**config.mk**
```make
export PLATFORM = sky130hd
export DESIGN_NAME = decimal_to_hex
export DESIGN_NICKNAME = d
export VERILOG_FILES = /design/src/rtl/bcd_pkg.sv /design/src/rtl/bcd_digit_mac.sv /design/src/rtl/decimal_to_hex.sv
export SDC_FILE = /design/constraint.sdc
export NUM_CORES = 1
export LEC_CHECK = 0
export BUFFER_PORTS_ARGS = -buffer_cell sky130_fd_sc_hd__buf_2
export CAP_MARGIN = 15
export CORE_UTILIZATION = 40
export DETAILED_ROUTE_END_ITERATION = 7
export GPL_TIMING_DRIVEN = 0
export HOLD_SLACK_MARGIN = 0.02
export PLACE_DENSITY = 0.67
export SLEW_MARGIN = 20
export SYNTH_ARGS = -nofsm -noshare
export SYNTH_HDL_FRONTEND = slang
export SYNTH_SLANG_ARGS = --single-unit
export TNS_END_PERCENT = 20
```
**constraint.sdc**
```tcl
create_clock -name clk -period 7.1 [get_ports clk]
set_clock_uncertainty 0.05 [all_clocks]
set_input_delay 0.71 -clock clk [delete_from_list [all_inputs] [get_ports clk]]
set_output_delay 0.71 -clock clk [all_outputs]
set_load 0.01 [all_outputs]
```
**src/rtl/bcd_pkg.sv**
```systemverilog
// Shared types and constants for the packed-BCD to binary converter.
package bcd_pkg;

  typedef enum logic [1:0] {
    IDLE = 2'd0,
    CONV = 2'd1,
    DONE = 2'd2
  } state_e;

  localparam int BCD_MAX_DIGIT = 9;

endpackage

```
**src/rtl/bcd_digit_mac.sv**
```systemverilog
// One decimal step: acc*10 + digit using shifts and adds only, plus an invalid-digit flag.
module bcd_digit_mac
  import bcd_pkg::*;
#(
  parameter int W = 15
) (
  input  logic [W-1:0] acc_i,
  input  logic [3:0]   digit_i,
  output logic [W-1:0] acc_o,
  output logic         bad_o
);

  assign acc_o = (acc_i << 3) + (acc_i << 1) + W'(digit_i);
  assign bad_o = (digit_i > 4'(BCD_MAX_DIGIT));

endmodule

```
**src/rtl/decimal_to_hex.sv**
```systemverilog
// Serial packed-BCD to binary converter: one digit per clock, result held until the sink takes it.
module decimal_to_hex
  import bcd_pkg::*;
#(
  parameter  int DIGITS = 4,
  localparam int BIN_W  = $clog2(10 ** DIGITS)
) (
  input  logic                  clk,
  input  logic                  rst,
  input  logic                  in_valid,
  output logic                  in_ready,
  input  logic [4*DIGITS-1:0]   bcd,
  output logic                  out_valid,
  input  logic                  out_ready,
  output logic [BIN_W-1:0]      binary,
  output logic                  error
);

  localparam int ACC_W = BIN_W + 1;
  localparam int CNT_W = (DIGITS > 1) ? $clog2(DIGITS) : 1;
  localparam logic [CNT_W-1:0] CNT_LAST = CNT_W'(DIGITS - 1);

  state_e              state_q, state_d;
  logic [ACC_W-1:0]    acc_q, acc_d;
  logic [4*DIGITS-1:0] sr_q, sr_d;
  logic [CNT_W-1:0]    cnt_q, cnt_d;
  logic                err_q, err_d;

  logic [ACC_W-1:0]    mac_acc;
  logic                mac_bad;

  bcd_digit_mac #(.W(ACC_W)) u_mac (
    .acc_i   (acc_q),
    .digit_i (sr_q[4*DIGITS-1 -: 4]),
    .acc_o   (mac_acc),
    .bad_o   (mac_bad)
  );

  always_comb begin
    state_d = state_q;
    acc_d   = acc_q;
    sr_d    = sr_q;
    cnt_d   = cnt_q;
    err_d   = err_q;
    case (state_q)
      IDLE: begin
        if (in_valid) begin
          sr_d    = bcd;
          acc_d   = '0;
          cnt_d   = '0;
          err_d   = 1'b0;
          state_d = CONV;
        end
      end
      CONV: begin
        acc_d = mac_acc;
        sr_d  = sr_q << 4;
        cnt_d = cnt_q + CNT_W'(1);
        err_d = err_q | mac_bad;
        if (cnt_q == CNT_LAST) state_d = DONE;
      end
      DONE: begin
        if (out_ready) state_d = IDLE;
      end
      default: state_d = IDLE;
    endcase
  end

  always_ff @(posedge clk or posedge rst) begin
    if (rst) begin
      state_q <= IDLE;
      acc_q   <= '0;
      sr_q    <= '0;
      cnt_q   <= '0;
      err_q   <= 1'b0;
    end else begin
      state_q <= state_d;
      acc_q   <= acc_d;
      sr_q    <= sr_d;
      cnt_q   <= cnt_d;
      err_q   <= err_d;
    end
  end

  // Outputs decode straight from flops; result and flag read as zero outside DONE.
  assign in_ready  = (state_q == IDLE);
  assign out_valid = (state_q == DONE);
  assign binary    = (out_valid && !err_q) ? acc_q[BIN_W-1:0] : '0;
  assign error     = out_valid && err_q;

endmodule

```
==> impl_metrics.json <==
{
  "status": "complete, no violations",
  "n_fill_cell": 507,
  "first_pass_iters": 4,
  "timing.slew.headroom_pct": 51.1,
  "fin_tns_setup_ps": 0,
  "postRouteWirelength_mm": 5.11,
  "critical-path-top-cell-by-count": "sky130_fd_sc_hd__inv_1",
  "port_buffers": 36,
  "dpl_worst_slack_ps": 4460,
  "num-nets-final": 327,
  "setup-violations-final": 0,
  "setup_repair_after_global_routing_missed_its_margin": "no",
  "dieWidth_um": 76.5,
  "iteration_0_drc_count_of_the_detailed_router": 83,
  "global_route.overflow_total": 0,
  "route.vias.total": 1870,
  "timing.critical_path.from_type": "flop",
  "async_flop_share_pct": 100,
  "netSwitchingFraction_pct": 43.9,
  "cap_viol_max_count": 0,
  "clkTransAtPathRegs_ps": 80,
  "yosys.cell_count.top_type": "sky130_fd_sc_hd__dfrtp_1",
  "synth.cell_area_um2": 2220,
  "max_stage_delay_ps": 600,
  "power_density_nw_per_um2": 455,
  "finalHoldViolCount": 0,
  "floorplan.die_area_um2": 5850,
  "synth_ff_type": "sky130_fd_sc_hd__dfrtp_1",
  "via_per_inst": 5.30,
  "crit_type": "flop to flop",
  "tritoncts": "yes",
  "power.ir.vdd_worst_mv": 0.232,
  "first_pass_grt_wire_length_mm": 8.62,
  "synth_common_cells": "35 x sky130_fd_sc_hd__dfrtp_1, 30 x sky130_fd_sc_hd__nand2_1, 26 x sky130_fd_sc_hd__o21ai_0",
  "required_ps": 7240,
  "slowest_stage": "sky130_fd_sc_hd__fa_1",
  "gp_routability_congestion": 0.873,
  "post-route-worst-setup-slack_ps": 4440,
  "p_leak_nw": 1.35,
  "clock_tree.buffer_depth": 2,
  "worst_hold_path_type": "flop to flop",
  "place.detailed.hpwl_mm": 3.73,
  "synth.net_count": 284,
  "power_frac_comb_pct": 54.2,
  "power.total_mw": 1.19,
  "timing.critical_path.cells": "inv_1, fa_1, inv_1, ha_1, a21oi_1, nand4b_1, a21oi_2, or3_1, a32o_1",
  "critical_path.max_fanout": 4,
  "antenna_violating_nets_post_route": 0,
  "all_layer_gr_usage_pct": 18.9,
  "timing.critical_path.arrival_ps": 2800,
  "multi_input_comb_area_um2": 1240,
  "clkPwrFrac_pct": 15.8,
  "post_route_cells_drive_above_1_share_pct": 18.4,
  "insertedDiodeCount": 0,
  "floorplan.initialDensity_pct": 42.4,
  "timing.final.crit_period_ps": 2660,
  "synth_enable_flop_cells": 0,
  "count_of_final_max_slew_check_failures": 0,
  "clock_latency_ps": 290,
  "htree_num_levels": 2,
  "power_frac_seq_pct": 30.0,
  "portion_of_synthesized_cell_area_occupied_by_the_leading_cell_type_pct": 39.4,
  "rows": 26,
  "post_drt_wl_per_cell_um": 14.5,
  "layout-area-overhead-vs-synth_pct": 17.3,
  "drc_errors": 0,
  "finish.utilization_pct": 49.7,
  "intPower_uw": 665,
  "ys_top_cells_by_area": "sky130_fd_sc_hd__dfrtp_1 39%, sky130_fd_sc_hd__ha_1 13%, sky130_fd_sc_hd__o21ai_0 5.9%, sky130_fd_sc_hd__nand2_1 5.1%, sky130_fd_sc_hd__and3_1 3.7%",
  "synth_seq_cells": 35,
  "seq_area_um2": 876,
  "post_synth_inst_count": 239,
  "antenna_violations_before_repair": 0,
  "placeableCoreArea_um2": 5240,
  "cell_type_with_the_highest_aggregate_area_in_the_netlist": "sky130_fd_sc_hd__dfrtp_1",
  "cts.repair_timing.setup_buffer_count": 0,
  "cts_hold_buf": 0,
  "switching_power_uw": 521,
  "synthesis.area_per_instance_um2": 9.29,
  "finalCritPeriodShare_pct": 37.5,
  "synth-warning-count": 0,
  "synthDistinctLibCells": 39,
  "worst_setup_path_end_kind": "flop",
  "max_slew.worst_pin.slew_ps": 732,
  "clock-root-buffer": "sky130_fd_sc_hd__clkbuf_8",
  "tritoncts.num_buffers": 5,
  "grt_start_max_net_pins": 36,
  "synth-seq-area-share_pct": 39.4,
  "die-height_um": 76.5,
  "cts_resized": 0,
  "number_of_i_o_pins": 37,
  "grt_pass1_vias": 1775,
  "clock_sink_count": 35,
  "fmaxAchievable_mhz": 376
}
## logic make-up (layout without fill, tap and decap cells)
group / count (synthesis) / count (layout) / share of synthesized area [%]
simple gates: 73 / 73 / 16.9
compound gates: 72 / 72 / 21.0
flops: 35 / 35 / 39.4
buf+inv: 26 / 70 / 4.62
fa+ha+maj: 25 / 25 / 14.8
xor+xnor: 6 / 6 / 2.37
mux: 2 / 2 / 0.901
## flip-flops by register name, summed over array words and instances (netlist names)
name / count
state_q: 2
sr_q: 16
acc_q: 14
cnt_q: 2
err_q: 1
## area by class of cell
class	instances	share of cell area (%)
Sequential cell	35	33.6
Buffer	13	2.07
Inverter	13	1.87
Tap cell	70	3.36
Clock buffer	5	2.64
Timing Repair Buffer	36	6.92
Clock inverter	3	1.83
Multi-Input combinational cell	178	47.7
## placed cells by master, fill, tap and decap left out, types with 2 or more instances in the layout
cell type,Yosys,routed
sky130_fd_sc_hd__nand4b_1,2,2
sky130_fd_sc_hd__dfrtp_1,35,35
sky130_fd_sc_hd__nor2_1,6,6
sky130_fd_sc_hd__clkbuf_8,0,5
sky130_fd_sc_hd__buf_2,4,40
sky130_fd_sc_hd__inv_1,13,12
sky130_fd_sc_hd__or3_1,2,2
sky130_fd_sc_hd__mux2i_1,2,2
sky130_fd_sc_hd__and3_1,13,13
sky130_fd_sc_hd__a21oi_1,12,12
sky130_fd_sc_hd__nor2b_1,4,4
sky130_fd_sc_hd__a21o_1,3,3
sky130_fd_sc_hd__nand2b_1,6,6
sky130_fd_sc_hd__nand2_1,30,30
sky130_fd_sc_hd__o211ai_1,3,3
sky130_fd_sc_hd__clkbuf_1,9,9
sky130_fd_sc_hd__fa_1,2,2
sky130_fd_sc_hd__a22oi_1,7,7
sky130_fd_sc_hd__nor3_1,4,4
sky130_fd_sc_hd__a22o_1,8,8
sky130_fd_sc_hd__a32o_1,2,2
sky130_fd_sc_hd__ha_1,23,23
sky130_fd_sc_hd__and3b_1,3,3
sky130_fd_sc_hd__xnor2_1,5,5
sky130_fd_sc_hd__o21ai_0,26,26
## layer usage
layer  global-route usage (%)  part of all wire, %
met5                        0                    0
met4                     5.19                  1.3
met3                     3.59                  4.1
met2                     31.8                   47
met1                     24.7                   47
## final timing paths
kind | start | endpoint | slack (ps) | depth (start not counted)
worst max-delay path | acc_q[0] | acc_q[9] | 4440 | 9
worst min register to register | sr_q[15] | sr_q[15] | 440 | 2
min in group asynchronous | rst | acc_q[11] | 480 | 2
max in group asynchronous | rst | sr_q[10] | 6040 | 2
worst min-delay path | sr_q[15] | sr_q[15] | 440 | 2
worst max register to register | acc_q[0] | acc_q[9] | 4440 | 9
## worst max-delay path, delay by kind of cell, from the launching register on
family	cells	cell delay, ps
fa+ha+maj	2	880
flops	1	380
compound gates	3	560
simple gates	2	540
buf+inv	2	150
## power groups by stage
stage | clock [mW] | sequential, mW | combinational [mW]
2_1_floorplan | 0 | 0.337 | 0.501
3_3_place_gp | 0 | 0.358 | 0.619
3_5_place_dp | 0 | 0.361 | 0.635
4_1_cts | 0.191 | 0.357 | 0.644
5_1_grt | 0.200 | 0.369 | 0.735
6_report | 0.187 | 0.356 | 0.643
## metrics by stage
step                      std cells  cell area [um2]  hold slack, ps
after floorplan                 239             2220             391
after global placement          345             2490             414
after detailed placement        345             2490             422
after CTS                       353             2610             441
after global routing            353             2610             456
final                           353             2610             438
No activity file was read; power rests on OpenSTA's default activity.
